### src/rtl/sd_dat_pkg.sv
// Shared types and widths for the SD host DAT-line transfer controller.
package sd_dat_pkg;

   localparam int CNT_W = 16;
   localparam int TO_W  = 16;

   typedef enum logic [2:0] {
      ST_IDLE,
      ST_WAIT_FIFO,
      ST_ISSUE,
      ST_RUN,
      ST_FINISH,
      ST_FAIL
   } dat_ctrl_state_t;

   typedef enum logic [1:0] {
      ERR_NONE    = 2'b00,
      ERR_TIMEOUT = 2'b01,
      ERR_CRC     = 2'b10,
      ERR_ABORT   = 2'b11
   } dat_err_t;

endpackage

### src/rtl/dat_timeout_cnt.sv
// Per-block data timeout: loadable down-counter that holds at zero.
module dat_timeout_cnt
   import sd_dat_pkg::*;
(
   input  logic            clock,
   input  logic            reset,
   input  logic            load,
   input  logic            enable,
   input  logic [TO_W-1:0] load_value,
   output logic            expired
);

   logic [TO_W-1:0] cnt_q;
   logic [TO_W-1:0] cnt_d;

   always_comb begin
      cnt_d = cnt_q;
      if (load) begin
         cnt_d = load_value;
      end else if (enable && (cnt_q != '0)) begin
         cnt_d = cnt_q - TO_W'(1);
      end
   end

   always_ff @(posedge clock or posedge reset) begin
      if (reset) begin
         cnt_q <= '0;
      end else begin
         cnt_q <= cnt_d;
      end
   end

   assign expired = (cnt_q == '0);

endmodule

### src/rtl/dat_transfer_ctrl.sv
// Block-transfer sequencer between the host register file and the DAT PHY.
//
// state     | meaning
// IDLE      | waiting for start; config latched on start
// WAIT_FIFO | waiting for FIFO room (read) or data (write)
// ISSUE     | new_service pulse; timeout counter loaded
// RUN       | block in flight; timeout running
// FINISH    | done pulse, success
// FAIL      | done pulse, error set and held
module dat_transfer_ctrl
   import sd_dat_pkg::*;
(
   input  logic             clock,
   input  logic             reset,
   input  logic             start,
   input  logic             write_read,
   input  logic             multiblock,
   input  logic [CNT_W-1:0] block_count,
   input  logic [3:0]       block_size,
   input  logic             timeout_enable,
   input  logic [TO_W-1:0]  timeout_value,
   input  logic             abort,
   input  logic             fifo_full,
   input  logic             fifo_empty,
   input  logic             phy_done,
   input  logic             phy_crc_ok,
   output logic             new_service,
   output logic             phy_write_read,
   output logic             phy_multiblock,
   output logic [3:0]       phy_block_size,
   output logic             phy_timeout_en,
   output logic [TO_W-1:0]  phy_timeout,
   output logic             busy,
   output logic             done,
   output logic             error,
   output logic [1:0]       error_code,
   output logic [CNT_W-1:0] blocks_done
);

   dat_ctrl_state_t  state_q, state_d;
   dat_err_t         error_code_q, error_code_d;
   logic [CNT_W-1:0] remaining_q, remaining_d;
   logic [CNT_W-1:0] blocks_done_q, blocks_done_d;
   logic [CNT_W-1:0] rem_init;
   logic [TO_W-1:0]  phy_timeout_q, phy_timeout_d;
   logic [3:0]       phy_block_size_q, phy_block_size_d;
   logic             phy_write_read_q, phy_write_read_d;
   logic             phy_multiblock_q, phy_multiblock_d;
   logic             phy_timeout_en_q, phy_timeout_en_d;
   logic             new_service_q, new_service_d;
   logic             busy_q, busy_d;
   logic             done_q, done_d;
   logic             error_q, error_d;
   logic             to_load, to_enable, to_expired;

   dat_timeout_cnt u_timeout (
      .clock      (clock),
      .reset      (reset),
      .load       (to_load),
      .enable     (to_enable),
      .load_value (phy_timeout_q),
      .expired    (to_expired)
   );

   assign rem_init = multiblock ? block_count : CNT_W'(1);

   always_comb begin
      state_d          = state_q;
      error_code_d     = error_code_q;
      remaining_d      = remaining_q;
      blocks_done_d    = blocks_done_q;
      phy_timeout_d    = phy_timeout_q;
      phy_block_size_d = phy_block_size_q;
      phy_write_read_d = phy_write_read_q;
      phy_multiblock_d = phy_multiblock_q;
      phy_timeout_en_d = phy_timeout_en_q;
      error_d          = error_q;
      to_load          = 1'b0;
      to_enable        = 1'b0;

      case (state_q)
         ST_IDLE: begin
            if (start) begin
               phy_write_read_d = write_read;
               phy_multiblock_d = multiblock;
               phy_block_size_d = block_size;
               phy_timeout_en_d = timeout_enable;
               phy_timeout_d    = timeout_value;
               error_d          = 1'b0;
               error_code_d     = ERR_NONE;
               blocks_done_d    = '0;
               remaining_d      = rem_init;
               state_d          = (rem_init == '0) ? ST_FINISH : ST_WAIT_FIFO;
            end
         end
         ST_WAIT_FIFO: begin
            if (abort) begin
               error_code_d = ERR_ABORT;
               state_d      = ST_FAIL;
            end else if (!(phy_write_read_q ? fifo_empty : fifo_full)) begin
               state_d = ST_ISSUE;
            end
         end
         ST_ISSUE: begin
            to_load = 1'b1;
            if (abort) begin
               error_code_d = ERR_ABORT;
               state_d      = ST_FAIL;
            end else begin
               state_d = ST_RUN;
            end
         end
         ST_RUN: begin
            to_enable = phy_timeout_en_q;
            if (abort) begin
               error_code_d = ERR_ABORT;
               state_d      = ST_FAIL;
            end else if (phy_done) begin
               if (phy_write_read_q && !phy_crc_ok) begin
                  error_code_d = ERR_CRC;
                  state_d      = ST_FAIL;
               end else begin
                  if (blocks_done_q != '1) blocks_done_d = blocks_done_q + CNT_W'(1);
                  if (remaining_q != '0)   remaining_d   = remaining_q - CNT_W'(1);
                  state_d = (remaining_q <= CNT_W'(1)) ? ST_FINISH : ST_WAIT_FIFO;
               end
            end else if (phy_timeout_en_q && to_expired) begin
               error_code_d = ERR_TIMEOUT;
               state_d      = ST_FAIL;
            end
         end
         // Terminal states ignore abort so a transfer reports exactly one done.
         ST_FINISH: state_d = ST_IDLE;
         ST_FAIL:   state_d = ST_IDLE;
         default:   state_d = ST_IDLE;
      endcase

      if (state_d == ST_FAIL) error_d = 1'b1;
      new_service_d = (state_d == ST_ISSUE);
      done_d        = (state_d == ST_FINISH) || (state_d == ST_FAIL);
      busy_d        = (state_d != ST_IDLE);
   end

   always_ff @(posedge clock or posedge reset) begin
      if (reset) begin
         state_q          <= ST_IDLE;
         error_code_q     <= ERR_NONE;
         remaining_q      <= '0;
         blocks_done_q    <= '0;
         phy_timeout_q    <= '0;
         phy_block_size_q <= '0;
         phy_write_read_q <= 1'b0;
         phy_multiblock_q <= 1'b0;
         phy_timeout_en_q <= 1'b0;
         new_service_q    <= 1'b0;
         busy_q           <= 1'b0;
         done_q           <= 1'b0;
         error_q          <= 1'b0;
      end else begin
         state_q          <= state_d;
         error_code_q     <= error_code_d;
         remaining_q      <= remaining_d;
         blocks_done_q    <= blocks_done_d;
         phy_timeout_q    <= phy_timeout_d;
         phy_block_size_q <= phy_block_size_d;
         phy_write_read_q <= phy_write_read_d;
         phy_multiblock_q <= phy_multiblock_d;
         phy_timeout_en_q <= phy_timeout_en_d;
         new_service_q    <= new_service_d;
         busy_q           <= busy_d;
         done_q           <= done_d;
         error_q          <= error_d;
      end
   end

   assign new_service    = new_service_q;
   assign phy_write_read = phy_write_read_q;
   assign phy_multiblock = phy_multiblock_q;
   assign phy_block_size = phy_block_size_q;
   assign phy_timeout_en = phy_timeout_en_q;
   assign phy_timeout    = phy_timeout_q;
   assign busy           = busy_q;
   assign done           = done_q;
   assign error          = error_q;
   assign error_code     = error_code_q;
   assign blocks_done    = blocks_done_q;

endmodule

### config.mk
export PLATFORM = sky130hd
export DESIGN_NAME = dat_transfer_ctrl
export DESIGN_NICKNAME = d
export VERILOG_FILES = /design/src/rtl/sd_dat_pkg.sv /design/src/rtl/dat_timeout_cnt.sv /design/src/rtl/dat_transfer_ctrl.sv
export SDC_FILE = /design/constraint.sdc
export NUM_CORES = 1
export LEC_CHECK = 0
export ABC_CLOCK_PERIOD_IN_PS = 5400
export BUFFER_PORTS_ARGS = -buffer_cell sky130_fd_sc_hd__buf_2
export CAP_MARGIN = 20
export CORE_MARGIN = 1
export CORE_UTILIZATION = 46
export CTS_CLUSTER_SIZE = 30
export DETAILED_ROUTE_END_ITERATION = 7
export GPL_TIMING_DRIVEN = 0
export HOLD_SLACK_MARGIN = 0.06
export PLACE_DENSITY = 0.68
export SLEW_MARGIN = 40
export SYNTH_ARGS = -nofsm -noshare
export SYNTH_HDL_FRONTEND = slang
export SYNTH_HIERARCHICAL = 1
export SYNTH_SLANG_ARGS = --single-unit
### constraint.sdc
create_clock -name clock -period 5.4 [get_ports clock]
set_input_delay 1.08 -clock clock [delete_from_list [all_inputs] [get_ports clock]]
set_output_delay 1.08 -clock clock [all_outputs]
set_load 0.01 [all_outputs]
==> flow_summary.toml, run 1 <==
[cts]
cts_resized = 0
root_buffer = "clkbuf_8"
cts_setup_buffers = 0
cts_tree = "done"
cts_sinks = 80
hold_buffers = 0
cts.reportedPaths.clkPinSlew_ns = 0.08
worstSkewPairLatency_ns = 0.35
max-clock-path-buffers = 2
htreeDepth = 3
cts_buffers = 9

[floorplan]
ios = 92
initial_core_util = 0.477
die_h_um = 99.9
core.rowCount = 35
die-area_um2 = 9970
die_x_um = 99.9
core_area_um2 = 9240

[pwr]
ir_worst_vdd_uv = 168
leakage_nw = 2.29
power.density_nw_per_um2 = 478

[logic_synthesis]
synth.area.top_cells = "dfrtp_1 (45%), mux2_2 (6.4%), nor2_1 (3.5%), o21ai_0 (3.2%), nand2_1 (3.0%)"
ys_ff_latch = 80
ys_types = 68
avgSynthCellArea_um2 = 9.64
yosysWarnings = 6
synth_top_area_cell = "dfrtp_1"
async_flop_share = 1.00
synth_edf_count = 0
yosysMostFrequentCell = "dfrtp_1"
syn_area_um2 = 4410
synth_cells = 457
synthFlopType = "dfrtp_1"
synth_top_area_share = 0.454
synth_common_cells = "dfrtp_1 (80), nor2_1 (41), nand2_1 (35), o21ai_0 (28), mux2_2 (25)"
yosysSeqAreaShare = 0.454
synth_nets = 509

[drt]
wl_um = 11300
drt-pass1-iter-count = 4
routed-via-count = 4085
post-route-drc-count = 0
drtIter0Drc = 185
ant_nets = 0
wl_per_cell_um = 16.3
vias_per_cell = 5.91

[sta]
slew_viol_final = 0
worstMarginPinSlew_ns = 0.848
finClkSkew_ns = 0.0105
finalHoldViolCount = 0
grt_setup_unrepaired = "false"
final.setup.tns_ns = 0
max_freq_mhz = 298
post-route-min-period_ns = 3.36
fin_crit_sh = 0.622
finalSetupViolCount = 0
relSlewSlack = 0.432
fin_ws_ns = 2.04

[placed_design]
placement.io_buffers = 90
pre_cts_ws_ns = 2.12
gp_congestion = 0.865
post-place-cells = 677
place_hpwl_um = 8300

[finish]
drive_gt1_frac = 0.279
finalNetCount = 611
finalNonFillerCells = 691
n_antenna_cell = 0
area_growth_pct = 18.7

[grt]
grt_overflow_total = 0
grt_pass1_wl_um = 18500
grt_pass1_vias = 3763
antenna_found_initial = 0
grt_usage = 0.236
grt_max_degree = 43

[worst_setup_path]
arrival_ns = 3.63
cp_max_fo = 10
required_ns = 5.67
critPathKind = "reg2reg"
cp-start-kind = "flip-flop"
end_kind = "flip-flop"

[min_path]
hp-class = "reg2reg"

[job]
drv_cap = 0

[outcome]
status = "finished, final reports clean"
-- flip-flops by register name, indices dropped and copies added, names as in the netlist --
register	flops
blocks_done	16
phy_timeout	16
remaining_q	16
u_timeout/cnt_q	16
phy_block_size	4
state_q	3
error_code	2
busy	1
done	1
error	1
new_service	1
phy_multiblock	1
phy_timeout_en	1
phy_write_read	1
-- logic make-up after synthesis --
logic type / Yosys count / synth area share
AOI/OAI and AO/OA: 118 / 0.177
xor gates and xnor gates: 14 / 0.0278
adders and majority gates: 5 / 0.0142
buffers and inverters: 35 / 0.0344
DFF: 80 / 0.454
muxes: 28 / 0.0707
and+or+nand+nor: 177 / 0.222
-- power breakdown --
group	total, mW	switching [mW]	internal, mW
clock	0.411	0.211	0.200
combinational	1.03	0.578	0.455
sequential	1.05	0.223	0.830
total	2.50	1.01	1.49
-- worst max-delay path, stage by stage, from the launching register on --
cell and delay (ns):
dfrtp_1 0.40, and3b_1 0.21, clkbuf_1 0.31, clkbuf_1 0.49
and2_1 0.32, nor4bb_1 0.64, o211ai_1 0.28, or4_1 0.46
a31oi_1 0.17
-- metrics by stage --
stage | area [µm²] | total power [mW] | hold WS [ns] | util
floorplan | 4410 | 1.74 | 0.473 | -
global route | 5230 | 2.68 | 0.530 | 0.566
CTS | 5230 | 2.51 | 0.510 | 0.566
global placement | 5020 | 2.06 | 0.485 | 0.543
detailed placement | 5050 | 2.10 | 0.490 | 0.546
finish | 5230 | 2.50 | 0.501 | 0.566
-- path summary, 6_finish.rpt --
check	startpoint	to	slack (ns)	cells past startpoint
min	phy_timeout[9]$_DFFE_PP0P_	u_timeout/cnt_q[9]$_DFFE_PP0P_	0.50	2
max	state_q[2]$_DFF_PP0_	u_timeout/cnt_q[10]$_DFFE_PP0P_	2.04	8
max reg2reg	state_q[2]$_DFF_PP0_	u_timeout/cnt_q[10]$_DFFE_PP0P_	2.04	8
max in group asynchronous	reset	u_timeout/cnt_q[5]$_DFFE_PP0P_	4.12	2
min in group asynchronous	reset	phy_timeout[15]$_DFFE_PP0P_	0.70	2
min reg2reg	phy_timeout[9]$_DFFE_PP0P_	u_timeout/cnt_q[9]$_DFFE_PP0P_	0.50	2
-- layout make-up --
type	count	area, µm²
plain buffers	21	98.8
fillers	836	4010
clock inverters	2	15.0
clock buffers	12	165
inverters	14	55.1
multi-input cells	342	2250
well taps	129	161
repair buffers	91	478
flip-flops and latches	80	2000
-- per-layer routing --
layer,track usage,routed length [µm],up-vias
met5,0,0,-
met2,0.366,5260,155
met3,0.0467,692,15
met1,0.334,5170,1992
li1,-,-,1923
met4,0.0713,160,0
-- cell usage in the layout (no fill, tap or decap), types with 21 or more instances in the layout --
cell type and n:
buf_2 100, dfrtp_1 80, nor2_1 41, nand2_1 35
o21ai_0 28, mux2_2 25, a21oi_1 24, nor3_1 21
Note: power is estimated with default switching activity, not from simulation.
==> inputs of run 2 (changes only) <==
ABC_CLOCK_PERIOD_IN_PS = 2870   (was 5400)
PLACE_DENSITY = 0.71   (was 0.68)
clock period = 2.87 ns   (was 5.4 ns; I/O delays follow)
==> run 2 against run 1 <==
  * Cell area increased by 0.60%
  * Global-route usage increased by 0.63 points
  * Hold slack got worse by 0.31 ns
  * Cell count unchanged
  * Sequential share of layout area decreased by 0.23 points
  * Flip-flop and latch count unchanged
  * Via count decreased by 1.7%
  * Critical path type unchanged
  * Critical path depth increased by 2
  * Combinational power increased by 92%
  * Largest cell class unchanged
  * Power increased by 92%
  * Largest power group unchanged
  * Die area unchanged
  * Non-clock buffer count decreased by 1
==> flow_summary.toml, run 2 (synthesis results as in run 1) <==
[cts]
hold_buffers = 0
worstSkewPairLatency_ns = 0.35
cts.reportedPaths.clkPinSlew_ns = 0.08
cts_sinks = 80
root_buffer = "clkbuf_8"
cts_buffers = 9
max-clock-path-buffers = 2
cts_tree = "done"
htreeDepth = 3
cts_setup_buffers = 0

[drt]
drt-pass1-iter-count = 5
wl_um = 11300
routed-via-count = 4016
drtIter0Drc = 235
vias_per_cell = 5.81
post-route-drc-count = 0
wl_per_cell_um = 16.4
ant_nets = 0

[floorplan]
die-area_um2 = 9970
die_x_um = 99.9
core.rowCount = 35
initial_core_util = 0.477
ios = 92
core_area_um2 = 9240
die_h_um = 99.9

[placed_design]
place_hpwl_um = 8370
post-place-cells = 677
placement.io_buffers = 90
place_area_um2 = 5050
gp_congestion = 0.913
pre_cts_ws_ns = -0.375

[pwr]
power_mw = 4.78
power.density_nw_per_um2 = 910
power_frac_seq = 0.418
ir_worst_vdd_uv = 538
p_sw_frac = 0.408
pwr-share-clk = 0.169
leakage_nw = 2.30
p_int_mw = 2.83
comb_power_share = 0.413
switchingPower_mw = 1.95

[sta]
max_freq_mhz = 366
post-route-min-period_ns = 2.73
slew_viol_final = 0
worstMarginPinSlew_ns = 0.759
finClkSkew_ns = 0.00790
grt_setup_unrepaired = "false"
fin_ws_ns = 0.139
relSlewSlack = 0.491
finalHoldViolCount = 0
finalSetupViolCount = 0
fin_crit_sh = 0.951

[worst_setup_path]
arrival_ns = 3.02
end_kind = "flip-flop"
cpMaxStageDelayCell = "or4b_2"
cp_num_buf_inv = 2
crit_family = "simple AND/OR/NAND/NOR gates"
cp-start-kind = "flip-flop"
critPathKind = "reg2reg"
cp_cell_sequence = "inv_2 > ha_4 > or4b_2 > or4_4 > inv_2 > nand2_1 > mux2i_1 > a21oi_1 > o22ai_1 > a221o_1"
max_stage_delay_ns = 0.62
path_common_cell = "inv_2"
cp_max_fo = 6
required_ns = 3.16

[grt]
grt_max_degree = 43
grt_usage = 0.242
grt_pass1_wl_um = 18800
grt_overflow_total = 0
grt_pass1_vias = 3861
antenna_found_initial = 0

[min_path]
hp-class = "in2async"

[finish]
final_area_um2 = 5260
utilization = 0.569
finalNonFillerCells = 691
n_antenna_cell = 0
final_cell_mix = "buf_2 (100), dfrtp_1 (80), nor2_1 (41), nand2_1 (35), o21ai_0 (28)"
area_growth_pct = 19.4
final_common_cell = "buf_2"
fillers = 837
drive_gt1_frac = 0.292
finalNetCount = 610
ff_latch_area_um2 = 2000
multi_input_area_um2 = 2280

[job]
drv_cap = 0

[outcome]
status = "finished, final reports clean"
## run 2: worst register-to-register path, stage by stage, from the launching register on
cell and delay, ns:
dfrtp_1 0.41, inv_2 0.09, ha_4 0.17, or4b_2 0.62, or4_4 0.45, inv_2 0.12
nand2_1 0.06, mux2i_1 0.19, a21oi_1 0.10, o22ai_1 0.30, a221o_1 0.17
## run 2: metrics by stage
stage	hold WS [ns]	TNS (ns)
floorplan	0.473	0
global placement	0.487	-11.61
detailed placement	0.491	-1.13
CTS	0.186	0
global route	0.208	0
finish	0.191	0
## run 2: path summary, 6_finish.rpt
kind,from,to,slack (ns),depth (start not counted)
hold reg to reg,phy_block_size[2]$_DFFE_PP0P_,phy_block_size[2]$_DFFE_PP0P_,0.51,1
setup reg to reg,u_timeout/cnt_q[0]$_DFFE_PP0P_,done$_DFF_PP0_,0.14,10
hold / removal,reset,phy_timeout[5]$_DFFE_PP0P_,0.19,2
max in group asynchronous,reset,u_timeout/cnt_q[15]$_DFFE_PP0P_,2.14,2
setup / recovery,u_timeout/cnt_q[0]$_DFFE_PP0P_,done$_DFF_PP0_,0.14,10
min in group clock,timeout_value[0],phy_timeout[0]$_DFFE_PP0P_,0.45,2
## run 2: what timing repair did
item / CTS / global route
setup endpoints to repair: 7 / 7
cloned: 0 / 0
resized for setup: 4 / 4
## run 2: final cells by class
cell class	count	share of cell area
Clock inverter	6	0.0117
Timing Repair Buffer	91	0.0909
Clock buffer	9	0.0236
Multi-Input combinational cell	342	0.433
Inverter	14	0.0105
Buffer	20	0.0188
Sequential cell	80	0.381
Tap cell	129	0.0307
## run 2: per-layer routing
metal,GRT usage,wire [µm],vias up
li1,-,-,1925
met1,0.329,5310,1956
met2,0.377,5230,121
met3,0.0453,609,14
met4,0.107,190,0
met5,0,0,-
## run 2: power by group through the flow
stage	sequential, mW	clock, mW	combinational, mW
6_report	2.00	0.808	1.98
5_1_grt	2.06	0.884	2.20
4_1_cts	1.99	0.832	1.96
3_5_place_dp	2.00	0	1.95
3_3_place_gp	1.98	0	1.90
2_1_floorplan	2.01	0	1.27
